<file path="config.mk">
export PLATFORM = sky130hd
export DESIGN_NAME = mmio_timer
export DESIGN_NICKNAME = d
export VERILOG_FILES = /design/src/rtl/mmio_timer_pkg.sv /design/src/rtl/mmio_timer_tick.sv /design/src/rtl/mmio_timer.sv
export SDC_FILE = /design/constraint.sdc
export NUM_CORES = 1
export LEC_CHECK = 0
export ABC_CLOCK_PERIOD_IN_PS = 3900
export BUFFER_PORTS_ARGS = -buffer_cell sky130_fd_sc_hd__buf_2
export CORE_MARGIN = 10
export CORE_UTILIZATION = 26
export DETAILED_ROUTE_END_ITERATION = 6
export GPL_ROUTABILITY_DRIVEN = 0
export GPL_TIMING_DRIVEN = 0
export PLACE_DENSITY = 0.53
export SETUP_SLACK_MARGIN = 0.4
export SYNTH_ARGS = -nofsm -noshare
export SYNTH_HDL_FRONTEND = slang
export SYNTH_SLANG_ARGS = --single-unit
</file>
<file path="constraint.sdc">
create_clock -name clk -period 3.9 [get_ports clk]
set_clock_uncertainty 0.1 [all_clocks]
set_input_delay 0.195 -clock clk [delete_from_list [all_inputs] [get_ports clk]]
set_output_delay 0.195 -clock clk [all_outputs]
set_load 0.03 [all_outputs]
</file>
<file path="src/rtl/mmio_timer_pkg.sv">
// Shared definitions for the memory-mapped timer: register offsets, CTRL/STATUS
// bit positions and the FSM state encoding.
package mmio_timer_pkg;

  localparam logic [2:0] OFF_CTRL     = 3'd0;
  localparam logic [2:0] OFF_PRESCALE = 3'd1;
  localparam logic [2:0] OFF_COMPARE  = 3'd2;
  localparam logic [2:0] OFF_COUNT    = 3'd3;
  localparam logic [2:0] OFF_STATUS   = 3'd4;

  localparam int CTRL_EN      = 0;
  localparam int CTRL_ONESHOT = 1;
  localparam int CTRL_IRQ_EN  = 2;

  localparam int STAT_MATCH   = 0;
  localparam int STAT_RUNNING = 1;

  // Field order mirrors the CTRL bit positions so a 3-bit slice casts directly.
  typedef struct packed {
    logic irq_en;
    logic oneshot;
    logic en;
  } ctrl_t;

  typedef enum logic [1:0] {
    ST_IDLE = 2'd0,
    ST_RUN  = 2'd1,
    ST_DONE = 2'd2
  } state_t;

endpackage

</file>
<file path="src/rtl/mmio_timer_tick.sv">
// Prescaler for the timer: counts 0..prescale while running and emits a
// one-cycle tick on the wrap, giving a tick period of prescale+1 cycles.
module tick_gen #(
  parameter int PRESCALE_W = 16
) (
  input  logic                  clk,
  input  logic                  rst,
  input  logic                  clear,
  input  logic                  run,
  input  logic [PRESCALE_W-1:0] prescale,
  output logic                  tick
);

  logic [PRESCALE_W-1:0] cnt_q;

  // ">=" rather than "==" so a PRESCALE lowered below the current count wraps
  // on the very next cycle instead of running all the way around.
  assign tick = run & (cnt_q >= prescale);

  // NOTE: sequential state uses non-blocking assignments so every register
  // samples the pre-edge values of the others, independent of block order.
  always_ff @(posedge clk or posedge rst) begin
    if (rst) begin
      cnt_q <= '0;
    end else if (clear || tick) begin
      cnt_q <= '0;
    end else if (run) begin
      cnt_q <= cnt_q + PRESCALE_W'(1);
    end
  end

endmodule

</file>
<file path="src/rtl/mmio_timer.sv">
// Memory-mapped 32-bit timer: bus decode, register file, IDLE/RUN/DONE FSM and
// same-cycle read mux. Compare match sets STATUS.MATCH and drives irq.
module mmio_timer
  import mmio_timer_pkg::*;
#(
  parameter logic [31:0] BASE       = 32'h0000_1000,
  parameter int          PRESCALE_W = 16
) (
  input  logic        clk,
  input  logic        rst,
  input  logic [31:0] addr,
  input  logic        cs,
  input  logic        wr_rd,
  input  logic [31:0] data_bus_write,
  output logic [31:0] data_bus_read,
  output logic        irq
);

  logic                  sel;
  logic [2:0]            off;
  logic                  wr_en;
  logic                  rd_en;
  logic                  wr_ctrl;
  logic                  wr_prescale;
  logic                  wr_compare;
  logic                  wr_count;
  logic                  wr_status;
  logic                  unused_addr;

  ctrl_t                 ctrl_q;
  logic [PRESCALE_W-1:0] prescale_q;
  logic [31:0]           compare_q;
  logic [31:0]           count_q;
  logic                  match_q;

  state_t                state_q;
  state_t                state_d;
  logic                  running;
  logic                  tick;
  logic                  match_hit;
  logic                  start;
  logic [31:0]           rdata;

  assign sel         = cs & (addr[31:5] == BASE[31:5]);
  assign off         = addr[4:2];
  assign unused_addr = ^addr[1:0];
  assign wr_en       = sel & wr_rd;
  assign rd_en       = sel & ~wr_rd;

  assign wr_ctrl     = wr_en & (off == OFF_CTRL);
  assign wr_prescale = wr_en & (off == OFF_PRESCALE);
  assign wr_compare  = wr_en & (off == OFF_COMPARE);
  assign wr_count    = wr_en & (off == OFF_COUNT);
  assign wr_status   = wr_en & (off == OFF_STATUS);

  assign start     = wr_ctrl & data_bus_write[CTRL_EN];
  assign match_hit = tick & (count_q == compare_q);

  tick_gen #(.PRESCALE_W(PRESCALE_W)) u_tick (
    .clk      (clk),
    .rst      (rst),
    .clear    (start),
    .run      (running),
    .prescale (prescale_q),
    .tick     (tick)
  );

  always_ff @(posedge clk or posedge rst) begin
    if (rst) begin
      state_q <= ST_IDLE;
    end else begin
      state_q <= state_d;
    end
  end

  // A CTRL write always decides the next state, even against a one-shot match.
  always_comb begin
    state_d = state_q;
    if (wr_ctrl) begin
      state_d = data_bus_write[CTRL_EN] ? ST_RUN : ST_IDLE;
    end else if (match_hit && ctrl_q.oneshot) begin
      state_d = ST_DONE;
    end
  end

  always_comb begin
    running = (state_q == ST_RUN);
  end

  always_ff @(posedge clk or posedge rst) begin
    if (rst) begin
      ctrl_q     <= '0;
      prescale_q <= '0;
      compare_q  <= '0;
      match_q    <= 1'b0;
    end else begin
      if (wr_ctrl) begin
        ctrl_q <= ctrl_t'(data_bus_write[2:0]);
      end else if (match_hit && ctrl_q.oneshot) begin
        ctrl_q.en <= 1'b0;
      end
      if (wr_prescale) begin
        prescale_q <= data_bus_write[PRESCALE_W-1:0];
      end
      if (wr_compare) begin
        compare_q <= data_bus_write;
      end
      // Hardware set beats a W1C landing in the same cycle.
      if (match_hit) begin
        match_q <= 1'b1;
      end else if (wr_status && data_bus_write[STAT_MATCH]) begin
        match_q <= 1'b0;
      end
    end
  end

  // Priority: CPU COUNT write, then CTRL write (clears only when restarting
  // from DONE, otherwise holds), then the tick-driven update.
  always_ff @(posedge clk or posedge rst) begin
    if (rst) begin
      count_q <= '0;
    end else if (wr_count) begin
      count_q <= data_bus_write;
    end else if (wr_ctrl) begin
      if (start && state_q == ST_DONE) begin
        count_q <= '0;
      end
    end else if (tick) begin
      if (!match_hit) begin
        count_q <= count_q + 32'd1;
      end else if (!ctrl_q.oneshot) begin
        count_q <= '0;
      end
    end
  end

  // NOTE: rdata gets a default before the case so no path leaves it
  // unassigned, which would otherwise infer a latch.
  always_comb begin
    rdata = '0;
    case (off)
      OFF_CTRL:     rdata = {29'd0, ctrl_q};
      OFF_PRESCALE: rdata = 32'(prescale_q);
      OFF_COMPARE:  rdata = compare_q;
      OFF_COUNT:    rdata = count_q;
      OFF_STATUS:   rdata = {30'd0, running, match_q};
      default:      rdata = '0;
    endcase
  end

  assign data_bus_read = rd_en ? rdata : 32'd0;
  assign irq           = match_q & ctrl_q.irq_en;

endmodule

</file>
# ---- Word-level counts from Yosys, hierarchy flattened
# Index checks and enable logic that the tools add are counted.
dict set report totals {
  regBits 102
  latch_bits 0
  ram_bits 0
  rom_bits 0
  in_bits 68
  out_inout_bits 33
  elab_cells 62
  memories 0
}
dict set report classes {
  n_addsub 2
  n_mul 0
  div 0
  n_lt_le_gt_ge 1
  eq_ne 10
  shift 0
  muxes 17
  bitwise_logic 13
  reduce_logical 10
}
# cell count
set ops {}
lappend ops {{2-to-1 mux 32 bit} 7}
lappend ops {{one-hot mux 32 bit (5 select lines)} 1}
lappend ops {{adder 32 x 1 -> 32 bit, second input constant} 1}
lappend ops {{equality test 32 bit} 1}
lappend ops {{2-to-1 mux 16 bit} 2}
lappend ops {{equality test 27 x 8 -> 1 bit, second input constant} 1}
lappend ops {{adder 16 x 1 -> 16 bit, second input constant} 1}
lappend ops {{>= comparator 16 bit} 1}
lappend ops {{bitwise AND 1 bit} 12}
lappend ops {{equality test 3 x 2 -> 1 bit, second input constant} 2}
lappend ops {{nonzero test 2 bit} 3}
lappend ops {{2-to-1 mux 1 bit} 5}
lappend ops {{2-to-1 mux 2 bit} 2}
lappend ops {{!= test 4 bit, second input constant} 1}
lappend ops {{equality test 3 x 1 -> 1 bit, second input constant} 1}
lappend ops {{equality test 3 bit, second input constant} 1}
lappend ops {{logical AND 1 bit} 3}
lappend ops {{logical NOT 3 bit} 1}
lappend ops {{!= test 3 x 1 -> 1 bit, second input constant} 1}
lappend ops {{AND reduction 3 bit} 1}
lappend ops {{nonzero test 3 bit} 1}
lappend ops {{equality test 2 x 1 -> 1 bit, second input constant} 1}
lappend ops {{equality test 2 bit, second input constant} 1}
lappend ops {{logical OR 1 bit} 1}
lappend ops {{inverter 1 bit} 1}

# ---- Logic depth before layout (Yosys ltp)
dict set report logic_depth {
  word_depth 9
  mapped_depth 11
  depth_no_buf 9
}

# ---- Cells and area by module
# From an unflattened synthesis, not the netlist that was laid out.
dict set report unflattened {
  cells_unflattened 729
  area_unflattened_um2 6723.9
}
# mod n_inst cells_per_inst area_each_um2 seq_area_each_um2
set modules_own_cells {}
lappend modules_own_cells {mmio_timer 1 586 5405.2 2127.0}
lappend modules_own_cells {tick_gen 1 143 1318.8 400.4}

# ---- Worst setup path before layout
# Ideal clock, no wire load.
dict set report synth_path {
  kind {register to register}
  from {register u_tick.cnt_q[15]}
  to {register count_q[5]}
  setup_time_ns 0.132
  arrival_time_ns 2.456
  required_time_ns 3.668
  setup_slack_ns 1.212
  stages_incl_launch_ff 10
  path_buffers 1
  synth_period_minus_slack_ns 2.688
  cell_sequence {dfrtp_1 > ha_1 > nand4_1 > nor3_1 > or4b_1 > a31oi_4 > and2_1 > buf_4 > nor3_1 > or3b_1}
}
dict set report synth_between {
  elab_chain_len 7
  elab_cells_between_ends 10
  classes_between {1 x order compare; 1 x eq/ne; 4 x mux; 2 x bitwise; 2 x reduce/logical}
}
# element line_no
set synth_rtl {}
lappend synth_rtl {{start, declared} mmio_timer_tick.sv:14} ;# logic [PRESCALE_W-1:0] cnt_q;
lappend synth_rtl {{start signal, assigned} mmio_timer_tick.sv:28} ;# cnt_q <= cnt_q + PRESCALE_W'(1);
lappend synth_rtl {{>= comparator 16 bit *} mmio_timer_tick.sv:18} ;# assign tick = run & (cnt_q >= prescale);
lappend synth_rtl {{bitwise AND 1 bit *} mmio_timer_tick.sv:18}
lappend synth_rtl {{bitwise AND 1 bit} mmio_timer.sv:57} ;# assign match_hit = tick & (count_q == compare_q);
lappend synth_rtl {{2-to-1 mux 32 bit} mmio_timer.sv:129} ;# if (!match_hit) begin
lappend synth_rtl {{2-to-1 mux 32 bit} mmio_timer.sv:128} ;# end else if (tick) begin
lappend synth_rtl {{2-to-1 mux 32 bit} mmio_timer.sv:124} ;# end else if (wr_ctrl) begin
lappend synth_rtl {{2-to-1 mux 32 bit} mmio_timer.sv:122} ;# end else if (wr_count) begin
lappend synth_rtl {{end signal, assigned} mmio_timer.sv:123} ;# count_q <= data_bus_write;
lappend synth_rtl {{end signal, assigned} mmio_timer.sv:130} ;# count_q <= count_q + 32'd1;
lappend synth_rtl {{end, declared} mmio_timer.sv:33} ;# logic [31:0] count_q;
# Mark *: on every way between the ends. The rest lies on a longest branch, timed or not. The select of a mux whose other input is x is not followed.
# A chain may end at the register's enable or synchronous reset.

# ---- Worst setup path after layout
dict set report layout_path {
  from {register prescale_q[13]}
  to {register count_q[28]}
}
dict set report layout_between {
  elab_chain_len 7
  elab_cells_between_ends 10
  classes_between {1 x order compare; 1 x eq/ne; 4 x mux; 2 x bitwise; 2 x reduce/logical}
}
# element line_no
set layout_rtl {}
lappend layout_rtl {{start, declared} mmio_timer.sv:31} ;# logic [PRESCALE_W-1:0] prescale_q;
lappend layout_rtl {{start signal, assigned} mmio_timer.sv:103} ;# prescale_q <= data_bus_write[PRESCALE_W-1:0];
lappend layout_rtl {{>= comparator 16 bit *} mmio_timer_tick.sv:18}
lappend layout_rtl {{bitwise AND 1 bit *} mmio_timer_tick.sv:18}
lappend layout_rtl {{bitwise AND 1 bit} mmio_timer.sv:57}
lappend layout_rtl {{2-to-1 mux 32 bit} mmio_timer.sv:129}
lappend layout_rtl {{2-to-1 mux 32 bit} mmio_timer.sv:128}
lappend layout_rtl {{2-to-1 mux 32 bit} mmio_timer.sv:124}
lappend layout_rtl {{2-to-1 mux 32 bit} mmio_timer.sv:122}
# Marked as above.

==> summary.md <==
| Metric | Value |
|---|---|
| Final period util | `84.5%` |
| Vias in the first global route | `5953` |
| Layout area overhead | `21.4%` |
| Flop-to-flop setup slack | `0.60 ns` |
| Critical-path maximum fanout | `10` |
| Area leader, netlist | `dfrtp_1` |
| Post-DP HPWL | `16600 um` |
| Most frequent cell after synthesis | `dfrtp_1` |
| Drt wl/cell | `18.9 um` |
| Unique masters post-synth | `71` |
| Worst skew pair latency | `0.36 ns` |
| Post-synth top flop | `dfrtp_1` |
| Initial Utilization | `26.4%` |
| Post-synthesis cell area | `0.00665 sq mm` |
| Commonest cells in the netlist | `101 x dfrtp_1, 65 x nor2_1, 63 x mux2_2` |
| Number of synthesized register bits | `101` |
| CP startpoint kind | `flip-flop` |
| CTS tree | `built` |
| Clk root buf | `clkbuf_16` |
| Via count | `5778` |
| FP Rows | `58` |
| Post-Syn Instances | `693` |
| Die Y | `180 um` |
| Worst-Margin Slew | `1.19 ns` |
| Async SR Flop Fraction | `100%` |
| # setup viols final | `0` |
| Post-layout nets | `907` |
| Area contributors post-synth | `dfrtp_1 38%, mux2_2 11%, a22oi_1 4.6%` |
| PortBufs | `96` |
| Worst Hold Depth | `2` |
| Hold slack | `0.0150 ns` |
| Drt pass-1 iters | `5` |
| Fillers | `2629` |
| Share of cells above drive strength 1 | `27.5%` |
| Syn_nets | `779` |
| DRC Markers | `0` |
| Core Region | `0.0252 sq mm` |
| Leakage | `0.00355 uW` |
| Total Routing Usage GR | `13.2%` |
| Hold Crit Class | `input pin to flip-flop` |
| Synth top area share | `38.0%` |
| Worst Path Arrival | `3.47 ns` |
| Tmin final | `3.30 ns` |
| Cts bufs inserted | `9` |
| CP Launch Point | `prescale_q[13]$_DFFE_PP0P_` |
| PD cells | `260 mW/mm^2` |
| Die span in x | `180 um` |
| Part of the Yosys area used for sequential elements | `38.0%` |
| Mean Syn Cell Area | `9.60 sq um` |
| Initial antenna violation count | `1` |
| Grt total ovfl | `0` |
| Crit path to | `count_q[28]$_DFFE_PP0P_` |
| CP Capture Type | `flip-flop` |
| Non-filler cells, final | `1157` |
| DRT iter0 DRCs | `419` |
| Status | `finished clean` |
| I/O pins | `101` |
| Worst VDD drop | `0.175 mV` |
| Fin. max-slew vios | `0` |
| FMAX | `303 MHz` |
| Max cap viols | `0` |
| Reg2Reg Capture Point | `count_q[28]$_DFFE_PP0P_` |
| Slew HR | `20.5%` |
| Crit Path Class | `flip-flop to flip-flop` |
| Placed cells | `1120` |
| Final hold violation count | `0` |
| Worst EP required | `4.07 ns` |
| FF-to-FF Start | `prescale_q[13]$_DFFE_PP0P_` |
| RSZ-0062 raised after global routing | `false` |
| Largest net degree at the start of global routing | `68` |
| Clock slew at reported path FFs | `0.07 ns` |
| Max clock buf depth | `2` |
| DRT antenna net count | `0` |
| H-tree depth | `3` |
| EDFF count, synth | `0` |
| Fin Setup TNS | `0 ns` |
| Vias/cell | `4.99` |
| First-pass GRT wire length | `34500 um` |
| Die area | `0.0324 sq mm` |
| CTS Sinks | `101` |
| Synth warn | `0` |
| FF-to-FF path depth | `11` |
| Post-Route WL | `21800 um` |
## sequential cells by signal (all words and copies together), names as in the netlist
register	count
state_q	2
compare_q	32
count_q	32
prescale_q	16
match_q	1
u_tick.cnt_q	16
ctrl_q	2
## power breakdown
part | internal [uW] | switching, uW
clock | 499 | 416
combinational | 56.6 | 83.1
sequential | 1050 | 0.0106
## cells in the final DEF (no fill, tap or decap), types with 16 or more instances in the layout
cell | Yosys | final
buf_2 | 15 | 111
dfrtp_1 | 101 | 101
nor2_1 | 65 | 65
mux2_2 | 63 | 63
nand2_1 | 48 | 48
a22oi_1 | 41 | 41
inv_1 | 40 | 39
xnor2_1 | 33 | 33
nand3_1 | 23 | 22
clkbuf_1 | 21 | 21
a21oi_1 | 20 | 20
nand4_1 | 19 | 19
ha_1 | 18 | 18
o21ai_0 | 17 | 17
dlygate4sd3_1 | 0 | 16
## worst max-delay path: stages (launching register included)
cell and delay (ns):
dfrtp_1 0.37, inv_1 0.05, ha_1 0.30, a21oi_1 0.15, nor2_1 0.05, a211oi_1 0.54
nand3_1 0.36, a31oi_4 0.31, buf_2 0.32, buf_2 0.36, a21oi_1 0.12, o211ai_1 0.17
## per-layer routing
layer  global-route usage (%)  share of wire (%)
met5                        0                  0
met1                     17.6                 48
met2                     21.2                 46
met4                     3.41                1.4
met3                     2.81                4.8
## kinds of logic after synthesis
| family | count (synthesis) | synth area share (%) |
|---|---|---|
| buffers and inverters | 84 | 5.28 |
| AO/OA/AOI/OAI | 144 | 16.3 |
| AND/OR/NAND/NOR | 234 | 19.7 |
| flip-flops | 101 | 38.0 |
| adder cells (fa/ha/maj) | 18 | 3.39 |
| XOR/XNOR | 46 | 6.06 |
| multiplexers | 66 | 11.3 |
## worst min-delay path by stage
stage,start,slack [ns],endpoint
2_1_floorplan,data_bus_write[18],0.22,count_q[18]$_DFFE_PP0P_
3_3_place_gp,data_bus_write[23],0.33,count_q[23]$_DFFE_PP0P_
3_5_place_dp,rst,0.18,u_tick.cnt_q[0]$_DFFE_PP0P_
4_1_cts,data_bus_write[14],0.003,compare_q[14]$_DFFE_PP0P_
5_1_grt,data_bus_write[14],0.008,compare_q[14]$_DFFE_PP0P_
6_report,data_bus_write[14],0.01,compare_q[14]$_DFFE_PP0P_
## layout make-up
cell class / instances / area, sq um / share of cell area (%)
plain buffers: 44 / 203 / 2.51
clock inverters: 6 / 62.6 / 0.775
repair buffers: 117 / 698 / 8.65
clock buffers: 10 / 229 / 2.84
multi-input cells: 508 / 3790 / 46.9
flip-flops and latches: 101 / 2530 / 31.3
diodes: 1 / 2.50 / 0.0310
well taps: 330 / 413 / 5.11
inverters: 40 / 153 / 1.89
## timing repair
item | in CTS | in global routing
gates resized for setup | 0 | 4
endpoints found under the hold margin | 52 | 0
endpoints found under the setup margin | 0 | 27
hold buffers | 16 | 0
buffers inserted | 0 | 4
## metrics by stage
step | power, uW | instance area (sq um) | utilization (%) | worst slack (ns)
2_1_floorplan | 1120 | 6650 | - | 0.958
3_3_place_gp | 1190 | 7550 | 30.0 | -0.584
3_5_place_dp | 1190 | 7580 | 30.1 | 0.526
4_1_cts | 2130 | 8030 | 31.9 | 0.495
5_1_grt | 2180 | 8080 | 32.1 | 0.406
6_report | 2100 | 8080 | 32.1 | 0.603
No activity file was read; power rests on OpenSTA's default activity.
